<file path="src/rtl/reg_bank_seq.sv">
// Two-register bank with a one-command-at-a-time sequencer that loads, presents,
// moves, swaps and clears R0/R1, driving the select of the downstream output mux.
module reg_bank_seq #(
    parameter int WIDTH = 16,
    parameter int CNT_W = 8
) (
    input  logic             CLK,
    input  logic             RST,
    input  logic [WIDTH-1:0] FROM_BUS,
    input  logic             CMD_VALID,
    input  logic [2:0]       CMD,
    output logic             CMD_READY,
    output logic [WIDTH-1:0] R0,
    output logic [WIDTH-1:0] R1,
    output logic             SEL_BUS,
    output logic             BUS_EN,
    output logic             DONE,
    output logic [CNT_W-1:0] OP_COUNT
);

    typedef enum logic [1:0] {IDLE, EXEC, SWAP_A, SWAP_B} state_t;

    localparam logic [2:0] OP_NOP     = 3'b000;
    localparam logic [2:0] OP_LOAD_R0 = 3'b001;
    localparam logic [2:0] OP_LOAD_R1 = 3'b010;
    localparam logic [2:0] OP_OUT_R0  = 3'b011;
    localparam logic [2:0] OP_OUT_R1  = 3'b100;
    localparam logic [2:0] OP_MOV     = 3'b101;
    localparam logic [2:0] OP_SWAP    = 3'b110;
    localparam logic [2:0] OP_CLR     = 3'b111;

    state_t             state_q, state_d;
    logic [2:0]         cmd_q, cmd_d;
    logic [WIDTH-1:0]   data_q, data_d;
    logic [WIDTH-1:0]   r0_q, r0_d;
    logic [WIDTH-1:0]   r1_q, r1_d;
    logic [WIDTH-1:0]   tmp_q, tmp_d;
    logic               sel_q, sel_d;
    logic [CNT_W-1:0]   cnt_q, cnt_d;
    logic               bus_en;
    logic               done;

    always_ff @(posedge CLK) begin
        if (RST) begin
            state_q <= IDLE;
            cmd_q   <= OP_NOP;
            data_q  <= '0;
            r0_q    <= '0;
            r1_q    <= '0;
            tmp_q   <= '0;
            sel_q   <= 1'b0;
            cnt_q   <= '0;
        end else begin
            state_q <= state_d;
            cmd_q   <= cmd_d;
            data_q  <= data_d;
            r0_q    <= r0_d;
            r1_q    <= r1_d;
            tmp_q   <= tmp_d;
            sel_q   <= sel_d;
            cnt_q   <= cnt_d;
        end
    end

    // sel_d is the live select; sel_q only remembers it for cycles with the bus idle.
    always_comb begin
        state_d = state_q;
        cmd_d   = cmd_q;
        data_d  = data_q;
        r0_d    = r0_q;
        r1_d    = r1_q;
        tmp_d   = tmp_q;
        sel_d   = sel_q;
        bus_en  = 1'b0;
        done    = 1'b0;
        case (state_q)
            IDLE: begin
                if (CMD_VALID) begin
                    cmd_d   = CMD;
                    data_d  = FROM_BUS;
                    state_d = (CMD == OP_SWAP) ? SWAP_A : EXEC;
                end
            end
            EXEC: begin
                done    = 1'b1;
                state_d = IDLE;
                case (cmd_q)
                    OP_LOAD_R0: r0_d = data_q;
                    OP_LOAD_R1: r1_d = data_q;
                    OP_OUT_R0: begin
                        bus_en = 1'b1;
                        sel_d  = 1'b0;
                    end
                    OP_OUT_R1: begin
                        bus_en = 1'b1;
                        sel_d  = 1'b1;
                    end
                    OP_MOV: begin
                        bus_en = 1'b1;
                        sel_d  = 1'b0;
                        r1_d   = r0_q;
                    end
                    OP_CLR: begin
                        r0_d = '0;
                        r1_d = '0;
                    end
                    default: ;
                endcase
            end
            SWAP_A: begin
                tmp_d   = r0_q;
                r0_d    = r1_q;
                bus_en  = 1'b1;
                sel_d   = 1'b1;
                state_d = SWAP_B;
            end
            SWAP_B: begin
                r1_d    = tmp_q;
                bus_en  = 1'b1;
                sel_d   = 1'b0;
                done    = 1'b1;
                state_d = IDLE;
            end
            default: state_d = IDLE;
        endcase
        cnt_d = cnt_q + CNT_W'(done);
    end

    assign CMD_READY = (state_q == IDLE);
    assign R0        = r0_q;
    assign R1        = r1_q;
    assign SEL_BUS   = sel_d;
    assign BUS_EN    = bus_en;
    assign DONE      = done;
    assign OP_COUNT  = cnt_q;

endmodule

</file>
<file path="config.mk">
export PLATFORM = sky130hd
export DESIGN_NAME = reg_bank_seq
export DESIGN_NICKNAME = d
export VERILOG_FILES = /design/src/rtl/reg_bank_seq.sv
export SDC_FILE = /design/constraint.sdc
export NUM_CORES = 1
export LEC_CHECK = 0
export CAP_MARGIN = 20
export CELL_PAD_IN_SITES_DETAIL_PLACEMENT = 1
export CELL_PAD_IN_SITES_GLOBAL_PLACEMENT = 2
export CORE_AREA = 4 4 108 110
export CTS_CLUSTER_DIAMETER = 200
export DETAILED_ROUTE_END_ITERATION = 12
export DIE_AREA = 0 0 112 114
export PLACE_DENSITY = 0.9
export SYNTH_ARGS = -nofsm -noshare
export SYNTH_HDL_FRONTEND = slang
export SYNTH_SLANG_ARGS = --single-unit
</file>
<file path="constraint.sdc">
create_clock -name CLK -period 5.8 [get_ports CLK]
set_clock_uncertainty 0.15 [all_clocks]
set_input_delay 1.74 -clock CLK [delete_from_list [all_inputs] [get_ports CLK]]
set_output_delay 1.74 -clock CLK [all_outputs]
set_load 0.05 [all_outputs]
</file>
# Word-level counts from Yosys, hierarchy flattened
# Index checks and enable logic that the tools add are counted.
[op_classes]
addsub = 1
multipliers = 0
div = 0
n_lt_le_gt_ge = 0
n_eq_ne = 13
shifts = 0
muxes = 12
n_bitwise = 0
n_reduce_logical = 10
[op_table]
columns = ["op", "count"]
rows = [
  ["16-bit case mux with 2 select lines", 3],
  ["16-bit case mux with 3 select lines", 1],
  ["3-bit equality test, second input constant", 4],
  ["8-bit by 1-bit adder with 8-bit output", 1],
  ["3-bit by 2-bit equality test with 1-bit output, second input constant", 2],
  ["2-bit case mux with 3 select lines", 1],
  ["2-bit AND reduction", 3],
  ["2-bit OR reduction", 3],
  ["2-bit equality test, second input constant", 2],
  ["2-bit two-way mux", 2],
  ["4-bit by 2-bit != test with 1-bit output, second input constant", 1],
  ["1-bit case mux with 2 select lines", 2],
  ["2-bit nonzero test", 2],
  ["3-bit by 1-bit equality test with 1-bit output, second input constant", 1],
  ["3-bit by 1-bit != test with 1-bit output, second input constant", 1],
  ["1-bit case mux with 3 select lines", 1],
  ["3-bit OR reduction", 1],
  ["2-bit by 1-bit equality test with 1-bit output, second input constant", 1],
  ["2-bit logical NOT", 1],
  ["1-bit two-way mux", 2],
  ["2-bit != test, second input constant", 1],
]
[totals]
register_bits = 78
latchBits = 0
ram_bits = 0
rom_bits = 0
in_bits = 22
out_inout_bits = 44
elab_cells = 44
memories = 0

# Depth between registers and ports, before layout
[depth]
ltp_word = 4
mapped_depth = 9
mapped_depth_nobuf = 9

# Worst setup path before layout
# OpenSTA, ideal clock, no wires.
[synth_path]
path_kind = "reg2out"
startpoint = "register state_q[0]"
endpoint = "output SEL_BUS"
arrival_time_ns = 2.149
required_ns = 3.910
path_slack_ns = 1.761
path_stages_with_launch = 8
n_path_buf = 3
path_cell_list = "dfxtp_1 -> inv_1 -> ha_1 -> buf_2 -> buf_2 -> buf_2 -> inv_1 -> a21oi_1"
[synth_between]
elab_chain_cells = 2
word_cells_on_any_way = 4
cone_classes = "eq/ne (3); mux (1)"
[synth_lines]
columns = ["item", "line_no", "rtl"]
rows = [
  ["from (decl)", "32", "state_t state_q, state_d;"],
  ["from (signal assigned)", "54", "state_q <= state_d;"],
  ["2-bit equality test / 2-bit by 1-bit equality test with 1-bit output (equally long branches)", "76", "case (state_q)"],
  ["1-bit case mux with 3 select lines (*)", "76", ""],
  ["to (decl)", "15", "output logic SEL_BUS,"],
]
# Mark *: on every way between the ends. The rest lies on a longest branch, timed or not.

# Final worst setup path
# Ends and elaborated chain as after synthesis.

==> flow_summary.json <==
{
  "timing.setup.tns_ns": 0,
  "grt_max_degree": 50,
  "crit_chain": "inv_1 > ha_2 > nor2_1 > a32o_1 > a21oi_1 > clkdlybuf4s50_1",
  "first_pass_iters": 5,
  "cts_tree": "yes",
  "post-cts-setup-buffers": 0,
  "die_h_um": 114,
  "ys_ff_latch": 78,
  "wl_per_cell_um": 17.5,
  "root_buffer": "clkbuf_8",
  "cpPeakStageDelay_ns": 0.89,
  "period_needed_ns": 4.98,
  "grt_first_pass_wirelength_um": 16100,
  "cts-htree-levels": 3,
  "final_max_slew_viol_count": 0,
  "grt_use_total_pct": 15.9,
  "maxSlewHeadroom_pct": 30.1,
  "ys_seq_area_share_pct": 44.0,
  "peakVddDrop_mv": 0.0957,
  "switching_share_pct": 33.0,
  "die_area_um2": 12800,
  "drt_iter0_drc": 199,
  "final_hold_viol_count": 0,
  "finalCritPeriodShare_pct": 85.8,
  "nNetsFinal": 455,
  "netlist_area_um2": 3550,
  "cts_sinks": 78,
  "clockBufferDepth": 2,
  "synthArstFlopShare_pct": 0,
  "antenna_found_initial": 0,
  "intPower_mw": 0.929,
  "clock_latency_ns": 0.35,
  "ant_nets": 0,
  "tightest_slew_ns": 1.05,
  "diodes": 0,
  "endpoint_kind": "output port",
  "power.leakage_nw": 1.63,
  "status": "finished, final reports clean",
  "grt_pass1_vias": 3145,
  "die_w_um": 112,
  "p_sw_mw": 0.457,
  "setup_viol": 0,
  "arrival_ns": 3.09,
  "dp_cells": 555,
  "route.detailed.drc": 0,
  "fmax_mhz": 201,
  "rsz0062_at_grt": "false",
  "io_pins": 66,
  "synth.distinct_cells": 39,
  "syn_to_final_growth_pct": 26.1,
  "p_seq_share_pct": 43.3,
  "worstSetupStartpointType": "flop",
  "p_per_area_nw_per_um2": 310,
  "viasPerCell": 5.24,
  "syn_area_per_cell_um2": 9.47,
  "yosys_most_used_dff": "dfxtp_1",
  "hold_buffers": 0,
  "hpwl_um": 6630,
  "slowest_stage": "ha_2",
  "drt_wl_total_um": 9970,
  "row_count": 38,
  "drive_gt1_share_pct": 11.4,
  "clkPwrFrac_pct": 30.3,
  "numPortBuffers": 65,
  "netlist_instances": 375,
  "place_congestion": 0.719,
  "finalPower_mw": 1.39,
  "post-route-cell-area_um2": 4480,
  "overflow": 0,
  "cts_buffers": 9,
  "crit_fanout": 38,
  "min_path_type": "reg2reg",
  "start_util_pct": 33.2,
  "stdcell_count": 571,
  "cp.required_ns": 3.91,
  "via_count": 2991,
  "placed_area_um2": 4280,
  "syn-num-nets": 404,
  "core_um2": 10700,
  "yosysWarnings": 0,
  "crit_type": "reg2out",
  "synth_edf_count": 0,
  "clkTransAtPathRegs_ns": 0.08,
  "cts_resized": 0,
  "combPwrFrac_pct": 26.4,
  "maxCapViolCount": 0
}
final cells by class:
cell class	count	area (um^2)
inverters	7	26.3
well taps	140	175
clock buffers	12	155
multi-input cells	262	1850
clock inverters	4	45.0
flip-flops and latches	78	1560
fillers	1244	6220
repair buffers	68	668
power by group through the flow:
stage / sequential, mW / clock (mW) / combinational [mW]
final: 0.601 / 0.420 / 0.366
after detailed placement: 0.614 / 0 / 0.370
after global routing: 0.607 / 0.454 / 0.394
after CTS: 0.601 / 0.432 / 0.371
after global placement: 0.611 / 0 / 0.362
after floorplan: 0.653 / 0 / 0.220
cell usage after synthesis (2+ instances only):
library cell / n / area share, %
dfxtp_1: 78 / 44
nand2_1: 59 / 6.2
mux2i_1: 32 / 9.0
a21oi_1: 25 / 3.5
nor2_1: 23 / 2.4
nand3_1: 19 / 2.7
nor2b_1: 18 / 3.2
a222oi_1: 16 / 4.5
clkbuf_1: 16 / 1.7
mux2_2: 16 / 5.1
o2bb2ai_2: 10 / 4.2
ha_1: 7 / 2.5
inv_1: 7 / 0.74
buf_2: 6 / 0.85
o2bb2ai_1: 6 / 1.5
o21ai_0: 4 / 0.56
buf_1: 3 / 0.32
buf_6: 3 / 0.95
or3_1: 3 / 0.53
xor2_1: 3 / 0.74
nand2b_1: 2 / 0.35
nand4b_1: 2 / 0.49
path summary, 6_finish.rpt:
check / end / cells past startpoint / slack, ns / from
max reg2reg: R0[9] / 5 / 3.07 / state_q[0]
min reg2reg: data_q[4] / 2 / 0.33 / data_q[4]
max: SEL_BUS / 6 / 0.82 / state_q[0]
min: data_q[4] / 2 / 0.33 / data_q[4]
layout by cell type (no fill, tap or decap), types with 2 or more instances in the layout:
cell type,count
nand4b_1,2
nand3_1,19
nor2_1,23
inv_1,7
o2bb2ai_2,10
xor2_1,3
mux2_2,16
nand2b_1,2
dfxtp_1,78
nor2b_1,18
o2bb2ai_1,6
mux2i_1,32
clkbuf_8,11
or3_1,3
buf_4,3
clkdlybuf4s50_1,64
o21ai_0,4
clkinv_2,3
a21oi_1,25
nand2_1,59
a222oi_1,16
ha_1,6
per-stage QoR:
step	util (%)	hold slack [ns]	worst slack [ns]
after CTS	41.9	0.328	0.783
after global routing	41.9	0.355	0.675
after global placement	40.0	0.306	1.25
after detailed placement	40.0	0.317	1.21
final	41.9	0.330	0.824
after floorplan	-	0.292	1.76
logic make-up after synthesis:
logic type	count (synthesis)	share of synthesized area, %
and+or+nand+nor	134	17.5
buffers and inverters	35	4.54
adders and majority gates	7	2.47
DFF	78	44.0
AOI/OAI and AO/OA	69	16.4
muxes	48	14.1
xor gates and xnor gates	4	0.986
flip-flops by register name, summed over array words and instances, names as in the netlist:
signal,flops
R0,16
R1,16
data_q,16
tmp_q,16
OP_COUNT,8
cmd_q,3
state_q,2
sel_q,1
layer usage:
layer / vias up / share of wire, % / global-route usage (%)
li1: 1440 / - / -
met1: 1474 / 45 / 19.8
met2: 62 / 50 / 27.1
met3: 15 / 3.6 / 2.81
met4: 0 / 1.8 / 6.89
met5: - / 0 / 0
critical path: cells and delay by family (launching register included):
kind	cells	cell delay [ns]
buffers and inverters	2	0.94
adders and majority gates	1	0.89
AOI/OAI and AO/OA	2	0.42
DFF	1	0.34
and+or+nand+nor	1	0.12
Power figures use the tool's default switching activity.
